`config.mk`:
```
export PLATFORM = sky130hd
export DESIGN_NAME = key_cmd_controller
export DESIGN_NICKNAME = d
export VERILOG_FILES = /design/src/rtl/key_cmd_controller_pkg.sv /design/src/rtl/key_cmd_controller.sv
export SDC_FILE = /design/constraint.sdc
export NUM_CORES = 1
export LEC_CHECK = 0
export ABC_AREA = 1
export ABC_CLOCK_PERIOD_IN_PS = 2080
export BUFFER_PORTS_ARGS = -buffer_cell sky130_fd_sc_hd__buf_2
export CORE_AREA = 4 4 41 43
export DETAILED_ROUTE_END_ITERATION = 8
export DIE_AREA = 0 0 45 47
export HOLD_SLACK_MARGIN = 0.08
export SYNTH_ARGS = -nofsm -noshare
export SYNTH_HDL_FRONTEND = slang
export SYNTH_SLANG_ARGS = --single-unit
```
`constraint.sdc`:
```
create_clock -name Clk -period 2.08 [get_ports Clk]
set_clock_uncertainty 0.2 [all_clocks]
set_input_delay 0.416 -clock Clk [delete_from_list [all_inputs] [get_ports Clk]]
set_output_delay 0.416 -clock Clk [all_outputs]
set_load 0.005 [all_outputs]
```
`src/rtl/key_cmd_controller_pkg.sv`:
```
// Shared types and default key-bit positions for the key command controller.
// Imported by the controller RTL and by benches that probe its state.
package key_cmd_controller_pkg;

    // Two-bit state encoding; 2'b11 is never entered legally.
    typedef enum logic [1:0] {
        S_OFF  = 2'b00,
        S_ON   = 2'b01,
        S_MODE = 2'b10,
        S_ILL  = 2'b11
    } state_t;

    // Default positions of the request bits inside the 5-bit key.
    localparam int KEY_W        = 5;
    localparam int ON_BIT_DEF   = 0;
    localparam int MODE_BIT_DEF = 2;
    localparam int LOCK_BIT_DEF = 4;

    // Unit is powered in both legal "on" states.
    function automatic logic state_active(input state_t s);
        return (s == S_ON) || (s == S_MODE);
    endfunction

    function automatic logic state_mode(input state_t s);
        return (s == S_MODE);
    endfunction

endpackage

```
`src/rtl/key_cmd_controller.sv`:
```
// Moore FSM decoding a qualified 5-bit command key into Active / Mode.
// Ports: Clk, Reset (sync, active-high), InputKey[4:0], ValidCmd -> Active, Mode.
module key_cmd_controller
    import key_cmd_controller_pkg::*;
#(
    parameter int ON_BIT   = ON_BIT_DEF,
    parameter int MODE_BIT = MODE_BIT_DEF,
    parameter int LOCK_BIT = LOCK_BIT_DEF
) (
    input  logic             Clk,
    input  logic             Reset,
    input  logic [KEY_W-1:0] InputKey,
    input  logic             ValidCmd,
    output logic             Active,
    output logic             Mode
);

    state_t cs;
    state_t ns;

    logic key_on;
    logic key_mode;
    logic key_lock;

    assign key_on   = InputKey[ON_BIT];
    assign key_mode = InputKey[MODE_BIT];
    assign key_lock = InputKey[LOCK_BIT];

    // Remaining key bits are don't-care.
    logic unused_key;
    assign unused_key = ^InputKey;

    always_ff @(posedge Clk) begin
        if (Reset) begin
            cs <= S_OFF;
        end else begin
            cs <= ns;
        end
    end

    always_comb begin
        ns = cs;
        unique case (cs)
            S_OFF: begin
                if (ValidCmd && key_on) begin
                    ns = key_mode ? S_MODE : S_ON;
                end
            end
            S_ON: begin
                if (ValidCmd) begin
                    if (!key_on) begin
                        ns = S_OFF;
                    end else if (!key_lock && key_mode) begin
                        ns = S_MODE;
                    end
                end
            end
            S_MODE: begin
                if (ValidCmd) begin
                    if (!key_on) begin
                        ns = S_OFF;
                    end else if (!key_lock && !key_mode) begin
                        ns = S_ON;
                    end
                end
            end
            // Recover from the unused encoding even without a command.
            S_ILL: begin
                ns = S_OFF;
            end
            default: begin
                ns = S_OFF;
            end
        endcase
    end

    // Outputs depend on cs only.
    always_comb begin
        Active = 1'b0;
        Mode   = 1'b0;
        Active = state_active(cs);
        Mode   = state_mode(cs);
    end

endmodule

```
==> out/qor.csv <==
metric;value;unit
status;completed;
clock_sinks;2;
max-cap-violations;0;
tritoncts;done;
synth_top_family_by_area;simple AND/OR/NAND/NOR gates;
vias;236;
gr-total-overflow;0;
power_density;1280;mW/mm2
finalCriticalPeriod;1.68;ns
grt_usage;0.0647;
mostFrequentLayoutCell;nand2_1;
slew_violations;0;
grt_pass1_wl;862;um
ir_worst_vdd;0.550;mV
cts_setup_buffers;0;
required;1.46;ns
synth-adder-area-share;0.209;
yosysTopAreaCell;ha_1;
cts_buffers;3;
clk_latency;0.22;ns
largest_register_ffs;2;
post-route-drc-count;0;
htree_num_levels;1;
yosysUniqueCellTypes;14;
clockBufferDepth;2;
rsz0062_at_grt;false;
finalInstanceArea;315;um2
worst_slew_pin_slew;0.143;ns
hold_class;in -> reg;
maxSlewHeadroom;0.904;
final_layout_size_suffix_gt1_frac;0.327;
fin_cells;64;
top_regs;cs x2;
die_h;47;um
fill_cells;150;
synth_compound_area_frac;0.105;
postRouteAntennaNets;0;
firstDrtPassIters;1;
critPathMaxFanout;3;
dpl.cell_count;61;
worstSetupEndpointType;primary output;
final_nets;63;
seq_area_frac_synth;0.168;
place.gp.congestion;0.675;
fp.coreArea;0.00130;mm2
yosys-top-cells-area;ha_1 (21%), dfxtp_1 (17%), nand2_1 (14%), nor2_2 (10%), nor2_1 (9.4%);
synth_xor_xnor_area_share;0;
cts_root_buf;clkbuf_4;
io_pins;10;
drt-total-wl;462;um
synth_top_area_share;0.209;
row_count;13;
criticalPathCategory;reg -> out;
start_util;0.184;
cts_hold_buf;0;
die_x;45;um
diodes;0;
syn_inst;39;
leakagePower;0.178;nW
wl_per_cell;7.22;um
final_cell_mix;nand2_1 (9), buf_2 (7), nor2_1 (6);
place.port_buffers;7;
cts_resized;0;
synth.area.mux_share;0;
grt_pass1_vias;218;
finalHoldViolations;0;
arrival;1.06;ns
regMostFlops;cs;
netlist_area;239;um2
initialDrtViolationCount;0;
placed_area;293;um2
path_clk_slew;0.03;ns
syn_avg_cell_area;6.13;um2
tns;0;ns
fmax;0.596;GHz
vias_per_cell;3.69;
setup_violations;0;
synthSimpleGateAreaFrac;0.408;
syn_nets;51;
antenna_found_initial;0;
synth-seq-cells;2;
hpwl;383;um
synth_warnings;0;
die_area;0.00212;mm2
min_period_over_period;0.807;
grt_max_degree;5;
crit_path_start_kind;flop;
area_growth;31.9;%
-- where the power goes --
part / switching, mW / total (mW) / internal [mW]
Sequential: 0.0117 / 0.0673 / 0.0555
Combinational: 0.142 / 0.249 / 0.107
Clock: 0.0228 / 0.0865 / 0.0637
-- worst paths after layout --
kind         startpoint      to  slack, ns  cells past startpoint
max               cs[0]  Active       0.40                      3
min               Reset   cs[1]       0.28                      4
max reg2reg       cs[0]   cs[0]       0.61                      8
min reg2reg       cs[1]   cs[1]       0.33                      2
-- cells by family (layout without fill, tap and decap cells) --
kind of cell             count (synthesis)  count (layout)
AND/OR/NAND/NOR                         22              22
flip-flops                               2               2
buffers and inverters                    7              17
AO/OA/AOI/OAI                            4               4
adder cells (fa/ha/maj)                  4               4
-- through the flow --
stage	hold slack [ns]	util	power [mW]	setup WS (ns)
after floorplan	0.290	-	0.261	0.694
after global placement	0.327	0.225	0.318	0.611
after detailed placement	0.331	0.225	0.320	0.607
after CTS	0.280	0.242	0.416	0.376
after global routing	0.307	0.242	0.469	0.301
final	0.285	0.242	0.402	0.401
-- Yosys cell counts --
cell type	instances
o21a_1	1
o21ai_1	1
dfxtp_1	2
ha_1	4
nand3_1	2
clkinv_1	1
nand2_2	1
nand2_1	9
inv_1	5
nor2_2	4
inv_2	1
o21bai_1	1
nor2_1	6
o21ai_0	1
-- per-layer routing --
metal	global-route usage	vias to the layer above	wire length [um]	part of all wire
met2	0.0734	7	187	0.40
met4	0.0877	0	18	0.039
li1	-	140	-	-
met3	0.0345	2	32	0.069
met5	0	-	0	0
met1	0.0724	87	224	0.48
-- final cells by class --
class                   instances  area, um2  share of cell area
inverters                       7       26.3              0.0833
well taps                      15       18.8              0.0595
flip-flops and latches          2       40.0               0.127
clock buffers                   3       22.5              0.0714
repair buffers                  7       35.0               0.111
multi-input cells              30        173               0.548
-- critical path: stages, from the launching register on --
cell     delay [ns]
dfxtp_1        0.34
inv_1          0.08
ha_1           0.29
buf_2          0.13
No activity file was read; power rests on OpenSTA's default activity.
